### config.mk
export PLATFORM = sky130hd
export DESIGN_NAME = pipeline_stall_ctrl_flat
export DESIGN_NICKNAME = d
export VERILOG_FILES = /design/src/rtl/pipeline_stall_ctrl_if.sv /design/src/rtl/pipeline_stall_ctrl.sv /design/src/flat_wrapper.sv
export SDC_FILE = /design/constraint.sdc
export NUM_CORES = 1
export LEC_CHECK = 0
export CORE_AREA = 8 8 60 62
export CTS_BUF_LIST = sky130_fd_sc_hd__clkbuf_4 sky130_fd_sc_hd__clkbuf_8
export DETAILED_ROUTE_END_ITERATION = 12
export DIE_AREA = 0 0 68 70
export PLACE_DENSITY = 0.71
export RECOVER_POWER = 50
export SYNTH_ARGS = -nofsm -noshare
export SYNTH_HDL_FRONTEND = slang
export SYNTH_SLANG_ARGS = --single-unit
export TNS_END_PERCENT = 1
### constraint.sdc
create_clock -name clk -period 2.7 [get_ports clk]
set_input_delay 0.675 -clock clk [delete_from_list [all_inputs] [get_ports clk]]
set_output_delay 0.675 -clock clk [all_outputs]
set_load 0.03 [all_outputs]
### src/rtl/pipeline_stall_ctrl_if.sv
`default_nettype none
// +-----------------------------------------------------------------------+
// | Module : pipeline_stall_ctrl_if                                       |
// | Brief  : Hazard/branch inputs and stall/flush/status outputs of the   |
// |          pipeline stall controller.                                   |
// | Rev    : 1.0  initial release                                         |
// +-----------------------------------------------------------------------+
interface pipeline_stall_ctrl_if #(
  parameter int CNT_W = 16
);
  logic             hazard_detected;
  logic             branch_taken;
  logic             freeze;
  logic             bubble_ID_EXE;
  logic             flush_IF_ID;
  logic [1:0]       ctrl_state;
  logic             deadlock_err;
  logic [CNT_W-1:0] stall_cycles;
  logic [CNT_W-1:0] flush_events;

  modport master (
    output hazard_detected, branch_taken,
    input  freeze, bubble_ID_EXE, flush_IF_ID, ctrl_state, deadlock_err,
           stall_cycles, flush_events
  );

  modport slave (
    input  hazard_detected, branch_taken,
    output freeze, bubble_ID_EXE, flush_IF_ID, ctrl_state, deadlock_err,
           stall_cycles, flush_events
  );
endinterface
`default_nettype wire

### src/rtl/pipeline_stall_ctrl.sv
`default_nettype none
// +-----------------------------------------------------------------------+
// | Module : pipeline_stall_ctrl                                          |
// | Brief  : Stall/flush controller with deadlock detection. Define       |
// |          PIPELINE_PERF_COUNTERS_EN to build the perf counters.        |
// | Rev    : 1.0  initial release                                         |
// +-----------------------------------------------------------------------+
module pipeline_stall_ctrl #(
  parameter int MAX_STALL = 4,
  parameter int CNT_W     = 16
) (
  input  wire logic             clk,
  input  wire logic             rst,
  pipeline_stall_ctrl_if.slave  bus_io
);

  typedef enum logic [1:0] {
    RUN   = 2'd0,
    STALL = 2'd1,
    FLUSH = 2'd2
  } state_e;

  localparam logic [7:0] c_MAX_STALL = 8'(MAX_STALL);

  state_e     state_q;
  logic [7:0] consec_q;
  logic [7:0] consec_d;
  logic       deadlock_q;
  logic       w_freeze;
  logic       w_flush;

  // Reset gates every control output; FLUSH masks the hazard on the NOP in ID.
  assign w_flush  = !rst && bus_io.branch_taken;
  assign w_freeze = !rst && bus_io.hazard_detected && !bus_io.branch_taken
                    && (state_q != FLUSH);

  assign consec_d = w_freeze ? ((consec_q == 8'hFF) ? consec_q : consec_q + 8'd1)
                             : 8'd0;

  always_ff @(posedge clk) begin
    if (rst) begin
      state_q    <= RUN;
      consec_q   <= 8'd0;
      deadlock_q <= 1'b0;
    end else begin
      case (state_q)
        RUN: begin
          if (bus_io.branch_taken) state_q <= FLUSH;
          else if (w_freeze)       state_q <= STALL;
          else                     state_q <= RUN;
        end
        STALL: begin
          if (bus_io.branch_taken)         state_q <= FLUSH;
          else if (bus_io.hazard_detected) state_q <= STALL;
          else                             state_q <= RUN;
        end
        FLUSH: begin
          if (bus_io.branch_taken) state_q <= FLUSH;
          else                     state_q <= RUN;
        end
        default: state_q <= RUN;
      endcase
      consec_q <= consec_d;
      if (w_freeze && (consec_d == c_MAX_STALL)) deadlock_q <= 1'b1;
    end
  end

  assign bus_io.freeze        = w_freeze;
  assign bus_io.flush_IF_ID   = w_flush;
  assign bus_io.bubble_ID_EXE = w_freeze || w_flush;
  assign bus_io.ctrl_state    = state_q;
  assign bus_io.deadlock_err  = deadlock_q;

`ifdef PIPELINE_PERF_COUNTERS_EN
  logic [CNT_W-1:0] stall_cnt_q;
  logic [CNT_W-1:0] flush_cnt_q;

  always_ff @(posedge clk) begin
    if (rst) begin
      stall_cnt_q <= '0;
      flush_cnt_q <= '0;
    end else begin
      if (w_freeze && !(&stall_cnt_q))            stall_cnt_q <= stall_cnt_q + 1'b1;
      if (bus_io.branch_taken && !(&flush_cnt_q)) flush_cnt_q <= flush_cnt_q + 1'b1;
    end
  end

  assign bus_io.stall_cycles = stall_cnt_q;
  assign bus_io.flush_events = flush_cnt_q;
`else
  assign bus_io.stall_cycles = {CNT_W{1'b0}};
  assign bus_io.flush_events = {CNT_W{1'b0}};
`endif

endmodule
`default_nettype wire

### src/flat_wrapper.sv
// flat-port wrapper written by rule: the top's interface ports become plain ports
module pipeline_stall_ctrl_flat 
#(
  parameter int MAX_STALL = 4,
  parameter int CNT_W     = 16
)
  (clk, rst, bus_io_hazard_detected, bus_io_branch_taken, bus_io_freeze, bus_io_bubble_ID_EXE, bus_io_flush_IF_ID, bus_io_ctrl_state, bus_io_deadlock_err, bus_io_stall_cycles, bus_io_flush_events);
  pipeline_stall_ctrl_if #(.CNT_W(CNT_W)) bus_io_i ();
  input  wire logic clk;
  input  wire logic rst;
  input wire logic [$bits(bus_io_i.hazard_detected)-1:0] bus_io_hazard_detected;
  input wire logic [$bits(bus_io_i.branch_taken)-1:0] bus_io_branch_taken;
  output wire logic [$bits(bus_io_i.freeze)-1:0] bus_io_freeze;
  output wire logic [$bits(bus_io_i.bubble_ID_EXE)-1:0] bus_io_bubble_ID_EXE;
  output wire logic [$bits(bus_io_i.flush_IF_ID)-1:0] bus_io_flush_IF_ID;
  output wire logic [$bits(bus_io_i.ctrl_state)-1:0] bus_io_ctrl_state;
  output wire logic [$bits(bus_io_i.deadlock_err)-1:0] bus_io_deadlock_err;
  output wire logic [$bits(bus_io_i.stall_cycles)-1:0] bus_io_stall_cycles;
  output wire logic [$bits(bus_io_i.flush_events)-1:0] bus_io_flush_events;
  assign bus_io_i.hazard_detected = bus_io_hazard_detected;
  assign bus_io_i.branch_taken = bus_io_branch_taken;
  assign bus_io_freeze = bus_io_i.freeze;
  assign bus_io_bubble_ID_EXE = bus_io_i.bubble_ID_EXE;
  assign bus_io_flush_IF_ID = bus_io_i.flush_IF_ID;
  assign bus_io_ctrl_state = bus_io_i.ctrl_state;
  assign bus_io_deadlock_err = bus_io_i.deadlock_err;
  assign bus_io_stall_cycles = bus_io_i.stall_cycles;
  assign bus_io_flush_events = bus_io_i.flush_events;
  pipeline_stall_ctrl #(.MAX_STALL(MAX_STALL), .CNT_W(CNT_W)) u_core (.clk(clk), .rst(rst), .bus_io(bus_io_i));
endmodule
**Yosys cells after proc, flatten, opt, wreduce, memory -nomap -nowiden**

Index checks and enable logic that the tools add are counted.

- Bits in read-only memories: 0
- Output and inout bits: 38
- Bits in registers: 11
- Memories: 0
- Latch bits: 0
- Memory bits (writable): 0

- Multipliers: 0
- $add $sub $neg: 1
- Reductions and logical operators: 9
- Magnitude comparators: 0
- Equal/unequal tests: 5
- Mux-type cells: 8
- Bitwise operators: 0
- Divide/modulo/power cells: 0
- Shift operators: 0

Operators with widths:

| cell | number |
|---|---|
| 8-bit 2-to-1 mux | 2 |
| 8-bit by 1-bit adder with 8-bit output, second input constant | 1 |
| 8-bit by 3-bit == test with 1-bit output, second input constant | 1 |
| 8-bit == test, second input constant | 1 |
| 2-bit 2-to-1 mux | 3 |
| 2-bit case mux with 3 select lines | 1 |
| 1-bit logical AND | 5 |
| 2-bit by 1-bit == test with 1-bit output, second input constant | 1 |
| 2-bit == test, second input constant | 1 |
| 1-bit zero test | 2 |
| 2-bit zero test | 1 |
| 1-bit 2-to-1 mux | 2 |
| 2-bit != test, second input constant | 1 |
| 1-bit logical OR | 1 |

**Longest topological paths before layout**

- Word-level depth: 7
- Gate-level depth with buffers: 7
- Depth with buffers taken out: 5

**Least setup slack after synthesis**

Ideal clock, no wire load.

- Kind: input port to output port
- From: in bus_io_branch_taken
- To: out bus_io_bubble_ID_EXE
- Setup slack: 0.483 ns
- Stages: 4
- Required time: 2.025 ns
- Arrival time: 1.542 ns
- Path buffers: 1
- Cells stage by stage: or3b_1 nand2b_4 buf_6 nand2_1

- Word-level cells in the longest chain between the ends: 4

RTL lines:

| element | RTL line | RTL |
|---|---|---|
| start: declaration | flat_wrapper.sv:12 | `input wire logic [$bits(bus_io_i.branch_taken)-1:0] bus_io_branch_taken;` |
| 1-bit zero test | pipeline_stall_ctrl.sv:34 | `assign w_freeze = !rst && bus_io.hazard_detected && !bus_io.branch_taken` |
| 1-bit logical AND | pipeline_stall_ctrl.sv:34 |  |
| 1-bit logical AND | pipeline_stall_ctrl.sv:35 | `&& (state_q != FLUSH);` |
| 1-bit logical OR (*) | pipeline_stall_ctrl.sv:70 | `assign bus_io.bubble_ID_EXE = w_freeze \|\| w_flush;` |
| end: declaration | flat_wrapper.sv:14 | `output wire logic [$bits(bus_io_i.bubble_ID_EXE)-1:0] bus_io_bubble_ID_EXE;` |

Mark *: on every way between the ends. The rest lies on a longest branch, timed or not.

**Final worst setup path**

Same ends and word-level chain as after synthesis.

==> results.py <==
metrics = {
    "run_status": {
        "status": "finished, final reports clean",
    },
    "placement": {
        "port_buffers": 9,
        "gp_congestion": 0.789,
        "hpwl_mm": 1.32,
    },
    "timing": {
        "hold_viol": 0,
        "maxSlewViolCount": 0,
        "grt_setup_unrepaired": "false",
        "finClkSkew_ns": 0.00218,
        "timing.setup.tns_ns": 0,
        "fin_crit_sh_pct": 95.4,
        "hold_slack_ns": 0.468,
        "clock.fmax_mhz": 388,
        "setup_viol": 0,
        "fin_crit_ns": 2.58,
    },
    "power": {
        "power.density_mw_per_mm2": 446,
        "ir_drop_mv": 0.247,
        "pwr-share-clk_pct": 32.8,
        "p_int_mw": 0.246,
        "p_total_mw": 0.382,
        "seq_power_share_pct": 43.7,
        "switching_share_pct": 35.7,
        "power_frac_comb_pct": 23.5,
        "p_sw_mw": 0.136,
        "leakage_nw": 0.386,
    },
    "clocking": {
        "hold_buffers": 0,
        "ctsResizeCount": 0,
        "cts_max_level": 1,
        "postCtsSetupBuffers": 0,
        "cts.sinks": 11,
        "clockRootBuffer": "clkbuf_4",
        "numCtsBuffers": 3,
        "cts_buffer_depth": 2,
        "cts_tree": "built",
        "clk_pin_slew_ns": 0.07,
        "insertion_delay_ns": 0.28,
    },
    "setup_path": {
        "required_ns": 2.03,
        "startpoint_type": "primary input",
        "arrival_ns": 1.90,
        "cpMaxStageDelayCell": "clkdlybuf4s50_1",
        "crit_type": "in2out",
        "path_buf_inv": 2,
        "cp_top_family": "simple AND/OR/NAND/NOR gates",
        "crit_fanout": 9,
        "cp_cell_sequence": "clkdlybuf4s50_1, or3b_1, nand2b_4, nand2_1, buf_4",
        "cp_slowest_stage_delay_ns": 0.41,
        "cp-end-kind": "output pin",
    },
    "floorplan": {
        "ios": 42,
        "die_x_um": 68,
        "start_util_pct": 32.0,
        "die_h_um": 70,
        "fp-row-count": 19,
        "die-area_mm2": 0.00476,
        "core_area_mm2": 0.00266,
    },
    "synthesis": {
        "syn_area_per_cell_um2": 8.45,
        "synth_edf_count": 0,
        "yosysUniqueCellTypes": 38,
        "async_reset_ff_share_pct": 0,
        "yosys.area_share.simple_pct": 21.1,
        "synth_compound_area_share_pct": 13.6,
        "synthFlopType": "dfxtp_1",
        "ys_seq_elements": 11,
        "syn_area_um2": 853,
        "synth.area.mux_share_pct": 1.17,
        "synth_xor_area_share_pct": 3.08,
        "synth_top_family_by_area": "buffers and inverters",
        "syn_inst": 101,
        "yosysSeqAreaShare_pct": 25.8,
        "yosys.area_share.adder_pct": 1.47,
        "ys_warn_count": 0,
    },
    "cells_and_area": {
        "n_antenna_cell": 0,
        "layout.nets": 115,
        "drive_gt1_share_pct": 10.1,
        "n_fill_cell": 292,
        "syn_to_final_growth_pct": 0.440,
    },
    "route": {
        "dr_total_vias": 603,
        "wl_per_cell_um": 11.6,
        "route.detailed.drc": 0,
        "dr.pass1.iters": 4,
        "wl_mm": 1.63,
        "drt-initial-drc-count": 9,
        "postRouteAntennaNets": 0,
        "viasPerCell": 4.31,
    },
    "min_path": {
        "hold_class": "reg2reg",
    },
    "grt": {
        "grt_pass1_vias": 579,
        "grt_overflow": 0,
        "grt_max_degree": 11,
        "grt_pass1_wl_mm": 2.47,
        "gr-usage-all-layers_pct": 6.63,
        "antenna_found_initial": 0,
    },
    "flow_run": {
        "maxCapViolCount": 0,
    },
}
-- path summary, 6_finish.rpt --
path	slack (ns)	to	start	depth (start not counted)
worst min-delay path	0.47	u_core.bus_io.ctrl_state[1]	u_core.bus_io.ctrl_state[0]	1
worst max-delay path	0.12	bus_io_bubble_ID_EXE	bus_io_branch_taken	5
worst min register to register	0.47	u_core.bus_io.ctrl_state[1]	u_core.bus_io.ctrl_state[0]	1
worst max register to register	0.92	u_core.consec_q[1]	u_core.consec_q[0]	5
-- per-stage QoR --
step	cell area, um^2	setup WS [ns]	utilization (%)	std cells
final	857	0.123	32.2	140
after global routing	857	0.0706	32.2	140
after CTS	861	0.112	32.3	140
after detailed placement	831	0.116	31.2	136
after global placement	831	0.114	31.2	136
after floorplan	970	0.483	-	132
-- power by group through the flow --
stage	sequential [mW]	clock [mW]	combinational, mW
after global routing	0.167	0.135	0.0945
after CTS	0.167	0.131	0.0889
after detailed placement	0.171	0	0.0888
after floorplan	0.173	0	0.109
final	0.167	0.125	0.0899
after global placement	0.170	0	0.0884
-- cells in the final DEF, fill, tap and decap left out, drive strengths merged, types with 2 or more instances in the layout --
| cell | n |
|---|---|
| and4 | 2 |
| a31oi | 2 |
| a211oi | 3 |
| inv | 2 |
| nor2 | 7 |
| conb | 32 |
| xor2 | 2 |
| nand3 | 2 |
| a21oi | 2 |
| nor3 | 3 |
| buf | 3 |
| dfxtp | 11 |
| clkbuf | 5 |
| nand2b | 4 |
| clkdlybuf4s50 | 6 |
| nand2 | 3 |
-- cells in the mapped netlist (2+ instances only) --
library cell   n  area, um^2
buf_4         32         240
dfxtp_1       11         220
nor2_1         7        26.3
a211oi_1       3        22.5
clkbuf_1       3        11.3
nand2_1        3        11.3
nand2b_1       3        18.8
nor3_1         3        15.0
a21oi_1        2        10.0
a31oi_1        2        12.5
and4_1         2        17.5
inv_1          2        7.51
nand3_1        2        10.0
xor2_1         2        17.5
-- layer usage --
layer	wire [um]	global-route usage (%)	vias to the layer above
met5	0	0	-
met3	140	2.07	5
met4	56	5.47	0
met2	825	11.0	28
met1	607	6.39	277
li1	-	-	293
-- logic make-up after synthesis --
group                    count (synthesis)
AO/OA/AOI/OAI                           14
XOR/XNOR                                 3
adder cells (fa/ha/maj)                  1
buffers and inverters                   40
flip-flops                              11
multiplexers                             1
other                                    1
AND/OR/NAND/NOR                         30
-- sequential cells by signal, summed over array words and instances, names as in the netlist --
register	flops
u_core.bus_io.deadlock_err	1
u_core.bus_io.ctrl_state	2
u_core.consec_q	8
-- worst register-to-register path, cell delays in order, from the launching register on --
cell,delay [ns]
dfxtp_1,0.47
ha_1,0.28
and3_1,0.30
and2_0,0.35
mux2i_1,0.22
nor2_1,0.05
-- final cells by class --
cell class | count | area (um^2) | area share, %
multi-input combinational | 81 | 465 | 54.3
sequential | 11 | 220 | 25.7
timing repair buffer | 10 | 86.3 | 10.1
clock buffer | 4 | 30.0 | 3.50
tap | 31 | 38.8 | 4.53
inverter | 3 | 16.3 | 1.90
(Power assumes the default switching activity.)
==> edit: new RTL, config.mk and constraints unchanged <==
`CNT_W` is set to 16 in 3 places; all go to 18.
--- a/src/rtl/pipeline_stall_ctrl_if.sv
+++ b/src/rtl/pipeline_stall_ctrl_if.sv
@@ -6,7 +6,7 @@
 // | Rev    : 1.0  initial release                                         |
 // +-----------------------------------------------------------------------+
 interface pipeline_stall_ctrl_if #(
-  parameter int CNT_W = 16
+  parameter int CNT_W = 18
 );
   logic             hazard_detected;
   logic             branch_taken;
--- a/src/rtl/pipeline_stall_ctrl.sv
+++ b/src/rtl/pipeline_stall_ctrl.sv
@@ -7,7 +7,7 @@
 // +-----------------------------------------------------------------------+
 module pipeline_stall_ctrl #(
   parameter int MAX_STALL = 4,
-  parameter int CNT_W     = 16
+  parameter int CNT_W     = 18
 ) (
   input  wire logic             clk,
   input  wire logic             rst,
--- a/src/flat_wrapper.sv
+++ b/src/flat_wrapper.sv
@@ -2,7 +2,7 @@
 module pipeline_stall_ctrl_flat 
 #(
   parameter int MAX_STALL = 4,
-  parameter int CNT_W     = 16
+  parameter int CNT_W     = 18
 )
   (clk, rst, bus_io_hazard_detected, bus_io_branch_taken, bus_io_freeze, bus_io_bubble_ID_EXE, bus_io_flush_IF_ID, bus_io_ctrl_state, bus_io_deadlock_err, bus_io_stall_cycles, bus_io_flush_events);
   pipeline_stall_ctrl_if #(.CNT_W(CNT_W)) bus_io_i ();
Ports: changed (resized bus_io_flush_events and bus_io_stall_cycles); port bits go from 42 to 46. No check against the original RTL was run, so the function may have changed too.
==> edit against the original RTL <==
Clock power shrank 3%. Sequential cell count is the same. Via count grew 3.3%. Worst hold slack lost 0.011 ns. Wire length shrank 1.7%. Register-to-register slack lost 0.04 ns. Critical path type unchanged. Sequential power is essentially flat. Combinational power grew 9.6%. Synthesized area grew 3.5%. Setup slack lost 0.045 ns. Cell area grew 2.2%. Total power grew 1.2%.
==> edit: results (changes against the original RTL) <==
First-pass GRT wire length - 2430 um (-1.7%)
Met3 wire length - 125 um (-11%)
CP max stage delay - 0.46 ns (+0.05 ns)
Met2 routed WL - 779 um (-5.6%)
Status - completed
Synth area leaders - buf_4 31%, dfxtp_1 25%, nor2_1 3.0%
Nets - 119 (+3.5%)
Ant diodes - 0 (unchanged)
Synth top cells by count - 36 x buf_4, 11 x dfxtp_1, 7 x nor2_1
Pre-CTS setup slack - 0.0849 ns (-0.0312 ns)
Mapped Cells - 105 (+4.0%)
CTS buffer count - 3 (unchanged)
Data buffer area share - 0.103 (+0.00213)
Critical path arrival - 1.95 ns (+0.05 ns)
Multi-input gate area - 480 um^2 (+3.2%)
Layout clock area frac - 0.0343 (-0.000751)
Crit path from - bus_io_hazard_detected
Max Cap Viol - 0 (unchanged)
GR Layer Usage met3 - 0.0159 (-0.00478)
Vias per inst - 4.33 (+0.45%)
Min-delay worst type - flip-flop to flip-flop
Detailed Routing Iterations Pass 1 - 5 (+1)
Vias in the first global route - 568 (-1.9%)
Cts repair resizes - 0 (unchanged)
Sequential area share after synthesis - 0.249 (-0.00877)
Worst Path Max Fanout - 9 (unchanged)
DRT iter0 DRCs - 23 (+14)
Worst-path clk slew - 0.07 ns (about the same)
Peak VDD IR - 0.261 mV (+5.4%)
Fraction of area in multi-input gates - 0.549 (+0.00551)
Total routed wirelength - 1600 um (-1.7%)
Dpl hpwl - 1280 um (-3.1%)
Cell Count, Final, Fillers Out - 144 (+2.9%)
Largest net degree at the start of global routing - 11 (unchanged)
Multi-input comb cells - 85 (+4.9%)
Largest register FFs - 8 (unchanged)
Register bit total from synthesis - 11 (unchanged)
Total global-route track usage - 0.0622 (-0.00406)
Layout cells sized above 1 - 0.106 (+0.00528)
Bufs w/o clock - 10 (unchanged)
DP Area - 846 um^2 (+1.8%)
FILL cells - 275 (-5.8%)
Clk_skew - 0.00110 ns (-0.00108 ns)
GRT met2 Usage - 0.0939 (-0.0157)
Invs w/o clock - 3 (unchanged)
Reg2reg start - u_core.consec_q[0]
Mapped Area - 883 um^2 (+3.5%)
Met1 Use GR - 0.0740 (+0.0100)
LEAKAGE - 0.403 nW (+4.3%)
M1 WL - 663 um (+9.2%)
Clk_lat worst skew - 0.27 ns
Placer's final routability congestion estimate - 0.792 (+0.39%)
-- edit: changes by cell type in the layout (fill, tap and decap cells not counted), sizes merged --
cell    change
conb        +4
buf         +1
clkbuf      -1
-- edit: where the power goes --
part / total, mW / switching (mW) / internal [mW]
combinational: 0.0985 / 0.0841 / 0.0144
sequential: 0.167 / 0.00246 / 0.164
clock: 0.121 / 0.0537 / 0.0673
-- edit: cells by family after synthesis --
logic type	count (synthesis)	synth area share
buf+inv	44	0.356
mux	1	0.0113
compound gates	14	0.132
xor+xnor	3	0.0298
simple gates	30	0.204
fa+ha+maj	1	0.0142
other cells	1	0.00425
flops	11	0.249
-- edit: path summary, 6_finish.rpt --
path,to,slack [ns],cells after the start
max,bus_io_bubble_ID_EXE,0.08,5
min,u_core.bus_io.ctrl_state[1],0.46,1
max reg2reg,u_core.consec_q[1],0.88,5
min reg2reg,u_core.bus_io.ctrl_state[1],0.46,1
